$ cat config.mk
export PLATFORM = sky130hd
export DESIGN_NAME = muldiv_sequencer
export DESIGN_NICKNAME = d
export VERILOG_FILES = /design/src/rtl/muldiv_sequencer.sv
export SDC_FILE = /design/constraint.sdc
export NUM_CORES = 1
export LEC_CHECK = 0
export CORE_MARGIN = 2
export CORE_UTILIZATION = 47
export DETAILED_ROUTE_END_ITERATION = 8
export PLACE_DENSITY_LB_ADDON = 0.3
export SETUP_SLACK_MARGIN = 0.15
export SLEW_MARGIN = 20
export SYNTH_ARGS = -nofsm -noshare
export SYNTH_HDL_FRONTEND = slang
export SYNTH_SLANG_ARGS = --single-unit
export TNS_END_PERCENT = 100
$ cat constraint.sdc
create_clock -name Clk -period 6.6 [get_ports Clk]
set_input_delay 1.65 -clock Clk [delete_from_list [all_inputs] [get_ports Clk]]
set_output_delay 1.65 -clock Clk [all_outputs]
set_load 0.03 [all_outputs]
$ cat src/rtl/muldiv_sequencer.sv
// muldiv_sequencer: drives the shared 33-bit iterative multiply/divide unit for RV32M ops from EX.
//
// The operands are sign- or zero-extended to XLEN+1 bits according to funct3. Run is pulsed for
// one cycle, then the block waits for ready and selects the result word. Divide-by-zero and the
// signed-overflow divide are answered directly, without starting the unit. EX is stalled (busy)
// whenever the FSM is not idle.
//
// Optional build macro MDU_RESULT_CACHE_EN:
//   Keeps the operands, op class and full {Aval,Bval} of the last unit result. A matching request
//   is answered from that copy without starting the unit.
//
// Ports:
//   Clk, Reset           clock; synchronous active-high reset
//   req_valid            EX request; operands stay stable until resp_valid
//   req_funct3           RV32M funct3
//   req_rs1, req_rs2     operands
//   busy                 EX stall, high in every non-idle state
//   resp_valid           one-cycle response pulse
//   resp_data            result word, held until the next response
//   err                  pulses with resp_valid when the unit timed out
//   Run                  one-cycle start pulse to the unit
//   div                  unit mode: 0 = multiply, 1 = divide
//   opA, opB             unit operands
//   Aval, Bval           unit result (mul: 66-bit product; div: Aval = rem, Bval = quot)
//   ready                unit idle / result valid
module muldiv_sequencer #(
    parameter int unsigned XLEN           = 32,
    parameter int unsigned TIMEOUT_CYCLES = 80
) (
    input  logic            Clk,
    input  logic            Reset,
    input  logic            req_valid,
    input  logic [2:0]      req_funct3,
    input  logic [XLEN-1:0] req_rs1,
    input  logic [XLEN-1:0] req_rs2,
    output logic            busy,
    output logic            resp_valid,
    output logic [XLEN-1:0] resp_data,
    output logic            err,
    output logic            Run,
    output logic            div,
    output logic [XLEN:0]   opA,
    output logic [XLEN:0]   opB,
    input  logic [XLEN:0]   Aval,
    input  logic [XLEN:0]   Bval,
    input  logic            ready
);

    localparam int unsigned     CntW    = $clog2(TIMEOUT_CYCLES + 1);
    localparam logic [CntW-1:0] CntMax  = CntW'(TIMEOUT_CYCLES);
    localparam logic [XLEN-1:0] MinInt  = {1'b1, {(XLEN-1){1'b0}}};
    localparam logic [XLEN-1:0] AllOnes = '1;

    localparam logic [2:0] F3Mul    = 3'b000;
    localparam logic [2:0] F3Mulh   = 3'b001;
    localparam logic [2:0] F3Mulhsu = 3'b010;
    localparam logic [2:0] F3Mulhu  = 3'b011;
    localparam logic [2:0] F3Div    = 3'b100;
    localparam logic [2:0] F3Divu   = 3'b101;
    localparam logic [2:0] F3Rem    = 3'b110;
    localparam logic [2:0] F3Remu   = 3'b111;

    typedef enum logic [1:0] {StIdle, StLaunch, StWait, StDone} state_e;

    state_e state_q, state_d;

    logic [XLEN:0]   opa_q, opb_q;
    logic            div_q;
    logic [2:0]      funct3_q;
    logic [XLEN-1:0] resp_data_q;
    logic            err_q;
    logic [CntW-1:0] cnt_q;

    // Pick the result word out of the unit's {Aval,Bval} for the given op.
    function automatic logic [XLEN-1:0] select_result(input logic [2:0]        f3,
                                                      input logic [2*XLEN+1:0] ab);
        logic [XLEN:0] a;
        logic [XLEN:0] b;
        a = ab[2*XLEN+1:XLEN+1];
        b = ab[XLEN:0];
        case (f3)
            F3Mul, F3Div, F3Divu:       select_result = b[XLEN-1:0];
            F3Mulh, F3Mulhsu, F3Mulhu:  select_result = {a[XLEN-2:0], b[XLEN]};
            default:                    select_result = a[XLEN-1:0];
        endcase
    endfunction

    // Operand extension and special-case decode for the incoming request.
    logic            sign_a, sign_b;
    logic [XLEN:0]   ext_a, ext_b;
    logic            div_by_zero, div_overflow, special;
    logic [XLEN-1:0] special_data;
    logic            timeout;
    logic            cache_hit;
    logic [2*XLEN+1:0] cache_val;

    always_comb begin
        sign_a = req_funct3 inside {F3Mul, F3Mulh, F3Mulhsu, F3Div, F3Rem};
        sign_b = req_funct3 inside {F3Mul, F3Mulh, F3Div, F3Rem};
        ext_a  = {sign_a & req_rs1[XLEN-1], req_rs1};
        ext_b  = {sign_b & req_rs2[XLEN-1], req_rs2};

        div_by_zero  = req_funct3[2] && (req_rs2 == '0);
        div_overflow = (req_funct3 inside {F3Div, F3Rem}) && (req_rs1 == MinInt) &&
                       (req_rs2 == AllOnes);
        special      = div_by_zero || div_overflow;

        // funct3[1] separates REM/REMU from DIV/DIVU.
        if (div_by_zero) begin
            special_data = req_funct3[1] ? req_rs1 : AllOnes;
        end else begin
            special_data = req_funct3[1] ? '0 : MinInt;
        end
    end

    // ready wins over the timeout in the last counted cycle.
    assign timeout = (state_q == StWait) && !ready && (cnt_q == CntMax);

`ifdef MDU_RESULT_CACHE_EN
    // Ops in one class share extension and unit mode, so they share a unit result.
    function automatic logic [2:0] op_class(input logic [2:0] f3);
        case (f3)
            F3Mul, F3Mulh: op_class = 3'd0;
            F3Mulhsu:      op_class = 3'd1;
            F3Mulhu:       op_class = 3'd2;
            F3Div, F3Rem:  op_class = 3'd3;
            default:       op_class = 3'd4;
        endcase
    endfunction

    logic              cache_valid_q;
    logic [XLEN-1:0]   cache_rs1_q, cache_rs2_q;
    logic [2:0]        cache_class_q;
    logic [2*XLEN+1:0] cache_val_q;

    always_ff @(posedge Clk) begin
        if (Reset) begin
            cache_valid_q <= 1'b0;
            cache_rs1_q   <= '0;
            cache_rs2_q   <= '0;
            cache_class_q <= '0;
            cache_val_q   <= '0;
        end else if (timeout) begin
            cache_valid_q <= 1'b0;
        end else if ((state_q == StWait) && ready) begin
            cache_valid_q <= 1'b1;
            cache_rs1_q   <= opa_q[XLEN-1:0];
            cache_rs2_q   <= opb_q[XLEN-1:0];
            cache_class_q <= op_class(funct3_q);
            cache_val_q   <= {Aval, Bval};
        end
    end

    assign cache_hit = cache_valid_q && (req_rs1 == cache_rs1_q) && (req_rs2 == cache_rs2_q) &&
                       (op_class(req_funct3) == cache_class_q);
    assign cache_val = cache_val_q;
`else
    assign cache_hit = 1'b0;
    assign cache_val = '0;
`endif

    // FSM state register.
    always_ff @(posedge Clk) begin
        if (Reset) begin
            state_q <= StIdle;
        end else begin
            state_q <= state_d;
        end
    end

    // FSM next state.
    always_comb begin
        state_d = state_q;
        case (state_q)
            StIdle: begin
                if (req_valid && (special || cache_hit)) begin
                    state_d = StDone;
                end else if (req_valid && ready) begin
                    state_d = StLaunch;
                end
            end
            StLaunch: state_d = StWait;
            StWait: begin
                if (ready || timeout) begin
                    state_d = StDone;
                end
            end
            StDone:   state_d = StIdle;
            default:  state_d = StIdle;
        endcase
    end

    // FSM outputs.
    always_comb begin
        busy       = (state_q != StIdle);
        Run        = (state_q == StLaunch);
        resp_valid = (state_q == StDone);
    end

    // Operand latch, wait counter and result register.
    always_ff @(posedge Clk) begin
        if (Reset) begin
            opa_q       <= '0;
            opb_q       <= '0;
            div_q       <= 1'b0;
            funct3_q    <= '0;
            resp_data_q <= '0;
            err_q       <= 1'b0;
            cnt_q       <= '0;
        end else begin
            err_q <= timeout;
            if (state_q != StWait) begin
                cnt_q <= '0;
            end else if (!ready && (cnt_q != CntMax)) begin
                cnt_q <= cnt_q + CntW'(1);
            end

            if ((state_q == StIdle) && req_valid) begin
                if (special) begin
                    resp_data_q <= special_data;
                end else if (cache_hit) begin
                    resp_data_q <= select_result(req_funct3, cache_val);
                end else if (ready) begin
                    opa_q    <= ext_a;
                    opb_q    <= ext_b;
                    div_q    <= req_funct3[2];
                    funct3_q <= req_funct3;
                end
            end else if (state_q == StWait) begin
                if (ready) begin
                    resp_data_q <= select_result(funct3_q, {Aval, Bval});
                end else if (timeout) begin
                    resp_data_q <= '0;
                end
            end
        end
    end

    assign opA       = opa_q;
    assign opB       = opb_q;
    assign div       = div_q;
    assign resp_data = resp_data_q;
    assign err       = err_q;

endmodule

==> impl_metrics.py <==
metrics = {
    "floorplanning": {
        "coreArea_sq_mm": 0.01206,
        "dieArea_sq_mm": 0.01335,
        "ioPinCount": 240,
        "die_w_um": 115.6,
        "start_util_pct": 48.50,
        "rows": 40,
        "die_y_um": 115.6,
    },
    "pwr": {
        "switching_share_pct": 31.42,
        "p_switching_mw": 0.5842,
        "p_comb_share_pct": 27.8,
        "seq_power_share_pct": 39.3,
        "clkPwrFrac_pct": 32.9,
        "ir_worst_vdd_mv": 0.1578,
        "power.density_mw_per_mm2": 217.6,
        "internal-power_mw": 1.275,
        "p_leak_nw": 2.824,
    },
    "global_routing": {
        "grt_max_degree": 77,
        "grt.overflow.total": 0,
        "track_usage_pct": 32.35,
        "grt_pass1_wl_um": 34080,
        "use_met1_pct": 40.09,
        "first_global_vias": 6415,
        "use_met3_pct": 7.479,
        "antenna_found_initial": 0,
        "grtUsageMet2_pct": 53.92,
        "top_usage_layer": "met2",
    },
    "routing": {
        "drt_iter0_drc": 552,
        "vias_per_cell": 6.339,
        "drc": 0,
        "ant_nets": 0,
        "num_vias": 6840,
        "wl_per_cell_um": 20.84,
        "drt_first_pass_iters": 5,
        "wirelength_um": 22480,
    },
    "timing": {
        "tns_ps": 0,
        "worstMarginPinSlew_ps": 1064,
        "hold_violations": 0,
        "fin_hold_ws_ps": 475.3,
        "final_max_slew_viol_count": 0,
        "finalClockSkew_ps": 5.789,
        "rsz0062_at_grt": "false",
        "min_period_over_period_pct": 71.95,
        "fin_ws_ps": 1851,
        "period_needed_ps": 4749,
        "max_freq_ghz": 0.2106,
        "setup_viol": 0,
        "relSlewSlack_pct": 28.88,
    },
    "clocking": {
        "path_clk_slew_ps": 70,
        "cts_tree": "done",
        "cts_made_buffers": 9,
        "cts_buffer_depth": 2,
        "clock_latency_ps": 360,
        "htree_levels": 3,
        "cts_sinks": 111,
        "clockRootBuffer": "clkbuf_16",
        "cts_hold_buf": 0,
        "cts_setup_buffers": 0,
        "cts_resized": 0,
    },
    "critical_path": {
        "end_kind": "flop",
        "path_class": "input pin to flop",
        "cp.arrival_ps": 4950,
        "cp.required_ps": 6800,
        "crit_fanout": 41,
        "critical_path.startpoint_type": "input pin",
        "reg2reg_slack_ps": 3610,
    },
    "synthesis": {
        "synth_cell_types": 49,
        "syn_area_per_cell_sq_um": 8.068,
        "synth_top_area_cell": "dfxtp_1",
        "ys_top_cells_by_area": "dfxtp_1, o21ai_0, nand3_1",
        "yosys-top-cells-count": "o21ai_0, dfxtp_1, nand3_1",
        "synth_top_area_share_pct": 37.99,
        "post-synth-top-count-cell": "o21ai_0",
        "synthFlopType": "dfxtp_1",
        "yosys_register_bits": 111,
        "syn-cell-area_sq_mm": 0.005849,
        "synth_cells": 725,
        "synth_fp_nets": 869,
        "synth_edf_count": 0,
        "yosysSeqAreaShare_pct": 37.99,
        "ys.warnings.count": 0,
        "synth-async-reset-ratio_pct": 0,
    },
    "final_layout": {
        "nFillCells": 996,
        "fin_nets": 1050,
        "design_area_sq_mm": 0.008547,
        "multi_input_area_sq_mm": 0.003297,
        "seq_area_sq_mm": 0.002222,
        "diodes": 0,
        "drive_gt1_share_pct": 7.245,
        "area_growth_pct": 46.12,
        "instances_no_fill": 1079,
    },
    "min_path": {
        "min_path_type": "flop to flop",
    },
    "outcome": {
        "status": "complete, no violations",
    },
    "place": {
        "dp_cells": 1063,
        "post-dp-hpwl_um": 15790,
        "routabilityCongestion": 0.8588,
        "dp_slack_ps": 1378,
        "numPortBuffers": 238,
        "place_area_sq_mm": 0.008202,
    },
    "run": {
        "cap_violations": 0,
    },
}
==> routing by layer <==
metal  vias to the layer above  routed length [um]
met1                      3293                8880
li1                       3135                   -
met3                        60                2276
met2                       352               10590
met4                         0                 735
met5                         -                   0
==> registers in the layout, summed over array words and instances (netlist names) <==
| signal | count |
|---|---|
| cnt_q | 7 |
| div | 1 |
| err | 1 |
| funct3_q | 2 |
| opA | 33 |
| opB | 33 |
| resp_data | 32 |
| state_q | 2 |
==> cell families (layout without fill, tap and decap cells) <==
logic type | Yosys count | after routing | share of synthesized area [%]
AOI/OAI and AO/OA | 309 | 309 | 32.86
xor gates and xnor gates | 6 | 6 | 0.8984
adders and majority gates | 7 | 7 | 1.497
buffers and inverters | 89 | 275 | 6.246
DFF | 111 | 111 | 37.99
muxes | 4 | 4 | 0.7059
and+or+nand+nor | 199 | 199 | 19.81
==> area by class of cell <==
cell class,count,share of cell area (%)
repair buffers,246,28.52
clock buffers,10,2.796
flip-flops and latches,111,26.00
well taps,168,2.459
clock inverters,6,1.083
inverters,13,0.5709
multi-input cells,525,38.57
==> through the flow <==
stage | util [%] | total power [mW]
2_1_floorplan | - | 1.018
3_3_place_gp | 68.00 | 1.238
3_5_place_dp | 68.00 | 1.252
4_1_cts | 70.75 | 1.849
5_1_grt | 70.86 | 1.921
6_report | 70.86 | 1.860
==> path summary, 6_finish.rpt <==
path | cells after the start | startpoint | end
hold / removal | 1 | resp_data[10]$_SDFFE_PP0P_ | resp_data[10]$_SDFFE_PP0P_
hold reg to reg | 1 | resp_data[10]$_SDFFE_PP0P_ | resp_data[10]$_SDFFE_PP0P_
setup reg to reg | 7 | state_q[1]$_SDFFE_PP0P_ | resp_data[31]$_SDFFE_PP0P_
setup / recovery | 8 | req_funct3[2] | state_q[0]$_SDFFE_PP0P_
==> power groups by stage <==
stage                     Clock (mW)  Sequential, mW  Combinational [mW]
after floorplan                    0           0.814               0.203
after global placement             0           0.743               0.496
after detailed placement           0           0.745               0.507
after CTS                      0.609           0.730               0.510
after global routing           0.638           0.734               0.549
final                          0.612           0.730               0.517
==> critical path, cell delays in order <==
cell             delay (ps)
clkdlybuf4s50_1         640
nor4b_1                 390
nand4_1                 140
or3_2                   820
o31a_2                  430
buf_4                   370
a2111oi_0               410
a211oi_1                 90
==> layout by cell type (no fill, tap or decap), drive strengths merged, types with 4 or more instances in the layout <==
cell type	instances
clkdlybuf4s50	237
o21ai	159
dfxtp	111
nand3	73
a21oi	72
o221a	27
and4	27
a31o	27
nor2	20
nand4	19
nor4	18
inv	14
nand2	14
clkbuf	10
buf	9
ha	7
and3	7
a211oi	5
o221ai	4
o22a	4
xnor2	4
Note: power is estimated with default switching activity, not from simulation.
